$ cat src/rtl/dribble_pkg.sv
// dribble_pkg: shared types, limits and the clamp helper for the dribbler sequencer.
package dribble_pkg;
  typedef enum logic [1:0] {IDLE, RAMP, BRAKE} state_t;
  typedef logic signed [31:0] cmd_t;
  localparam cmd_t MAX_CMD_DEF = 32'sd3072000;
  function automatic cmd_t clamp_cmd(input cmd_t v, input cmd_t lim);
    return v > lim ? lim : (v < -lim ? -lim : v);
  endfunction
endpackage

$ cat src/rtl/dribble_slew.sv
// dribble_slew: combinational step limiter moving cur toward tgt by at most STEP without overshoot.
module dribble_slew
  import dribble_pkg::*;
#(
  parameter logic signed [31:0] STEP = 32'sd32768
) (
  input  logic signed [31:0] cur,
  input  logic signed [31:0] tgt,
  output logic signed [31:0] nxt
);
  localparam logic signed [32:0] S = 33'(STEP);
  logic signed [32:0] diff;
  always_comb begin
    diff = {tgt[31], tgt} - {cur[31], cur};
    nxt = diff > S ? cur + STEP : (diff < -S ? cur - STEP : tgt);
  end
endmodule

$ cat src/rtl/dribble_sched.sv
// dribble_sched: host/auto target arbitration, per-tick slew limiting and reversal dead time.
// Optional host watchdog enabled by defining DRIBBLE_WDOG_EN.
module dribble_sched
  import dribble_pkg::*;
#(
  parameter logic signed [31:0] STEP = 32'sd32768,
  parameter logic signed [31:0] MAX_CMD = MAX_CMD_DEF,
  parameter int DEAD_TICKS = 4,
  parameter int WDOG_TICKS = 100
) (
  input  logic               clk,
  input  logic               rst_n,
  input  logic               tick,
  input  logic               host_valid,
  output logic               host_ready,
  input  logic signed [31:0] host_cmd,
  input  logic               auto_en,
  input  logic               infrain,
  input  logic signed [31:0] auto_level,
  output logic signed [31:0] dp_data,
  output logic               dp_enable,
  output logic               busy
);
  state_t state_q, state_d;
  cmd_t cur_q, cur_d, tgt_q, tgt_d, host_q, host_d;
  cmd_t host_sel, tgt, to_tgt, to_zero;
  logic [7:0] dead_q, dead_d;
  logic dir_q, dir_d, en_q, en_d, hs, rev;
`ifdef DRIBBLE_WDOG_EN
  logic [15:0] wd_q, wd_d;
`endif
  dribble_slew #(.STEP(STEP)) u_to_tgt (.cur(cur_q), .tgt(tgt), .nxt(to_tgt));
  dribble_slew #(.STEP(STEP)) u_to_zero (.cur(cur_q), .tgt('0), .nxt(to_zero));
  assign host_ready = state_q != BRAKE;
  assign dp_data = cur_q;
  assign dp_enable = en_q;
  assign busy = (state_q == RAMP && cur_q != tgt_q) || state_q == BRAKE;
  always_comb begin
    hs = host_valid && host_ready;
    host_sel = hs ? clamp_cmd(host_cmd, MAX_CMD) : host_q;
    host_d = host_sel;
`ifdef DRIBBLE_WDOG_EN
    wd_d = hs ? '0 : (tick && wd_q != 16'(WDOG_TICKS)) ? wd_q + 16'd1 : wd_q;
    host_d = (!hs && wd_d == 16'(WDOG_TICKS)) ? '0 : host_sel;
`endif
    tgt = host_sel != 0 ? host_sel : (auto_en && !infrain) ? clamp_cmd(auto_level, MAX_CMD) : '0;
    rev = tgt != 0 && cur_q != 0 && tgt[31] != cur_q[31];
    en_d = tick;
    state_d = state_q;
    cur_d = cur_q;
    tgt_d = tgt_q;
    dead_d = dead_q;
    dir_d = dir_q;
    if (tick) begin
      tgt_d = tgt;
      if (state_q == BRAKE) begin
        cur_d = '0;
        // a further flip of the target restarts the dead time toward the new direction
        if (tgt != 0 && tgt[31] != dir_q) begin
          dead_d = 8'(DEAD_TICKS);
          dir_d = tgt[31];
        end else begin
          dead_d = dead_q <= 8'd1 ? 8'd0 : dead_q - 8'd1;
          state_d = dead_q <= 8'd1 ? RAMP : BRAKE;
        end
      end else if (rev) begin
        cur_d = to_zero;
        state_d = to_zero == 0 ? BRAKE : RAMP;
        dead_d = to_zero == 0 ? 8'(DEAD_TICKS) : dead_q;
        dir_d = tgt[31];
      end else begin
        cur_d = to_tgt;
        state_d = (to_tgt == 0 && tgt == 0) ? IDLE : RAMP;
      end
    end
  end
  always_ff @(posedge clk or negedge rst_n) begin
    if (!rst_n) begin
      state_q <= IDLE;
      cur_q <= '0;
      tgt_q <= '0;
      host_q <= '0;
      dead_q <= '0;
      dir_q <= 1'b0;
      en_q <= 1'b0;
    end else begin
      state_q <= state_d;
      cur_q <= cur_d;
      tgt_q <= tgt_d;
      host_q <= host_d;
      dead_q <= dead_d;
      dir_q <= dir_d;
      en_q <= en_d;
    end
  end
`ifdef DRIBBLE_WDOG_EN
  always_ff @(posedge clk or negedge rst_n) begin
    if (!rst_n) wd_q <= '0;
    else wd_q <= wd_d;
  end
`endif
endmodule
$ cat config.mk
export PLATFORM = sky130hd
export DESIGN_NAME = dribble_sched
export DESIGN_NICKNAME = d
export VERILOG_FILES = /design/src/rtl/dribble_pkg.sv /design/src/rtl/dribble_slew.sv /design/src/rtl/dribble_sched.sv
export SDC_FILE = /design/constraint.sdc
export NUM_CORES = 1
export LEC_CHECK = 0
export ABC_AREA = 1
export CAP_MARGIN = 10
export CORE_MARGIN = 1
export CORE_UTILIZATION = 30
export CTS_CLUSTER_DIAMETER = 100
export DETAILED_ROUTE_END_ITERATION = 7
export SETUP_SLACK_MARGIN = 0.4
export SLEW_MARGIN = 30
export SYNTH_ARGS = -nofsm -noshare
export SYNTH_HDL_FRONTEND = slang
export SYNTH_HIERARCHICAL = 1
export SYNTH_SLANG_ARGS = --single-unit
$ cat constraint.sdc
create_clock -name clk -period 12.1 [get_ports clk]
set_input_delay 2.42 -clock clk [delete_from_list [all_inputs] [get_ports clk]]
set_output_delay 2.42 -clock clk [all_outputs]
set_load 0.02 [all_outputs]
==> metrics.md <==
| Metric | Value |
|---|---|
| Status | finished, final reports clean |
| Synthesized cell area | 15300 um^2 |
| Initial antenna violation count | 0 |
| GPL Wtd Cong | approximately 0.97 |
| Pin count of the biggest net entering global routing | 93 |
| CP arrival | about 10 ns |
| Postcts setup bufs | 0 |
| Worst vdd ir | 0.105 mV |
| Crit path required time | between 10 and 15 ns |
| Final setup fails | 0 |
| Met3 Resource Use GR | 1.99% |
| First-pass GRT wire length | between 90000 and 100000 um |
| Vias per cell | roughly 4.8 |
| Worst Skew | approximately 0.012 ns |
| Post-route cell area | between 15000 and 20000 um^2 |
| Die H | between 200 and 250 um |
| MaxCap Viol Count | 0 |
| Area of the multi-input gates | approximately 10000 um^2 |
| Most used routing layer | met2 |
| FMAX | around 0.099 GHz |
| Root Buffer Master | clkbuf_16 |
| # port buffers | around 100 |
| Hold_buf cts | 0 |
| Initial DRC Count | between 1500 and 2000 |
| Area growth syn-to-layout | 13.8% |
| Core Area | ~50000 um^2 |
| Worst setup EP type | flop |
| Synth Warn # | 6 |
| FILL cells | approximately 5800 |
| Vias in the first global route | 16400 |
| Synthesized area per cell | approximately 5.5 um^2 |
| Slew margin rel. | between 40% and 50% |
| Setup TNS | 0 ns |
| Met1 Usage GRT | 30.2% |
| Final WL | 56800 um |
| N_diodes | 0 |
| Top cell by count, worst path | nand2_1 |
| Clock-pin slew on the worst setup and hold paths | approximately 0.080 ns |
| DRC violations left | 0 |
| Routed WL per cell | 15.9 um |
| Top Ports | around 110 |
| Clk Latency, worst-skew pair | 0.38 ns |
| CTS H-tree depth | 3 |
| Die area | between 50000 and 60000 um^2 |
| Lkg Pwr | between 9 and 10 nW |
| Unique masters post-synth | between 40 and 50 |
| Worst slack at placement | ~1.8 ns |
| Clk buf depth | 2 |
| Row count | 82 |
| HP Class | flop to flop |
| M2 GR Usage | 34.9% |
| Initial core utilization | 30.5% |
| Pre-antenna DRT Iters | 6 |
| Total power | roughly 4.3 mW |
| Pwr dens | ~250 nW/um^2 |
| Placed cell count | 3547 |
| # clock sinks | between 100 and 150 |
| Critical Path Start Type | input port |
| Crit Path Class | input port to flop |
| Antenna-violating nets left | 0 |
| Worst-Margin Slew | about 0.87 ns |
| CP max FO | 34 |
| Post-synthesis sequential area ratio | 17.6% |
| Share of layout cells above drive strength 1 | between 4 and 5% |
| All-Layer GR Usage | a little over a fifth |
| Grt total ovfl | 0 |
| Horiz. Die Dim | 228 um |
| CP peak stage delay | around 0.52 ns |
| Resize count post-CTS | 0 |
| Critical path's slowest cell | clkdlybuf4s50_1 |
| HPWL Detailed | around 45000 um |
| Final period utilization | 83.5% |
| Fin cells | roughly 3600 |
| Slew Limit Fails | 0 |
| Via count | between 15000 and 20000 |
| RSZ-0062 raised after global routing | no |
| Synthesized instance count | between 2000 and 3000 |
| Final worst setup slack | ~2 ns |
| Nets@finish | a little over 3000 |
| Fin crit period | a little over 10 ns |
| Register area | around 2700 um^2 |
| CTS tree | built |
| CTS buffer count | 9 |
| #FFs+latches synth | 108 |
| Placed cell areas | between 15000 and 20000 um^2 |
| Fin. Hold Viols | 0 |
==> layer usage <==
layer,vias up,share of wire (%)
li1,8799,-
met1,7736,47
met2,609,44
met3,103,6.0
met4,0,3.7
met5,-,0
==> path summary, 6_finish.rpt <==
| path | from | end | slack, ns | depth (start not counted) |
|---|---|---|---|---|
| max in group asynchronous | rst_n | dp_data[28] | 9.00 | 2 |
| worst max-delay path | host_cmd[13] | state_q[0] | 2.00 | 46 |
| worst min-delay path | host_q[1] | host_q[1] | 0.51 | 2 |
| worst max register to register | state_q[1] | state_q[0] | 4.43 | 40 |
| worst min register to register | host_q[1] | host_q[1] | 0.51 | 2 |
| min in group asynchronous | rst_n | host_q[0] | 1.98 | 1 |
==> cells in the final DEF, fill, tap and decap left out, types with 7 or more instances in the layout <==
cell type and instances:
buf_4 19, or2_2 7, nand3b_1 13, nor4_1 35, nor3_1 41, nand2_1 957, o21ai_0 83, nand4_1 34
nand3_1 240, nand2_2 15, nor2_1 237, nor2_2 15, xor2_1 49, o21bai_1 12, clkbuf_16 9, xnor2_1 31
inv_1 484, o21ai_1 39, and2_1 8, clkdlybuf4s50_1 103, inv_2 20, a21oi_2 11, dfrtp_1 108, ha_1 72
conb_1 65, a21oi_1 112
==> synthesized netlist by cell type (all sizes together) <==
library cell  instances  area, um^2
nand2               978        3750
inv                 504        1890
nor2                256        1030
nand3               249        1310
o21ai               124         628
a21oi               123         653
dfrtp               108        2700
ha                   72         901
xor2                 51         462
buf                  48         349
nor3                 43         225
nor4                 37         244
nand4                34         213
xnor2                31         272
clkbuf               26         100
nand3b               13        97.6
o21bai               12        90.1
or2                   9        56.3
and2                  8        50.1
a31oi                 6        37.5
o22ai                 6        37.5
clkinv                5        18.8
o2111ai               4        35.0
a21boi                3        33.8
a22o                  3        26.3
a21o                  2        15.0
fa                    2        40.0
nor3b                 2        15.0
conb                  1        3.75
o221a                 1        11.3
o221ai                1        8.76
==> worst max-delay path, delay by kind of cell <==
kind	cells	cell delay [ns]
adder cells (fa/ha/maj)	2	0.57
buffers and inverters	7	1.25
AND/OR/NAND/NOR	33	5.54
AO/OA/AOI/OAI	4	0.57
==> cell type report <==
type | instances | share of cell area (%)
Timing Repair Buffer | 123 | 6.80
Inverter | 509 | 11.0
Tap cell | 672 | 4.83
Clock inverter | 6 | 0.345
Multi-Input combinational cell | 2135 | 60.3
Clock buffer | 9 | 1.29
Sequential cell | 108 | 15.5
==> per-stage QoR <==
step | hold WS (ns) | utilization [%]
floorplan | 0.461 | -
global placement | 0.479 | 34.1
detailed placement | 0.489 | 34.1
CTS | 0.507 | 34.6
global route | 0.544 | 34.6
finish | 0.506 | 34.6
==> power by group <==
part           total (mW)  internal, mW  switching [mW]
registers           0.630         0.433           0.198
logic                3.38          1.09            2.29
clock network       0.306         0.143           0.162
==> state kept, by name (all words and copies together) (netlist names) <==
signal     cells
host_q        32
dp_data       32
dir_q          1
dp_enable      1
tgt_q         32
dead_q         8
state_q        2
==> cell families after synthesis <==
kind of cell,Yosys count,synth area share [%]
buf+inv,583,15.4
flops,108,17.6
compound gates,285,10.3
xor+xnor,82,4.79
fa+ha+maj,74,6.14
other cells,1,0.0245
simple gates,1629,45.7
Note: power is estimated with default switching activity, not from simulation.
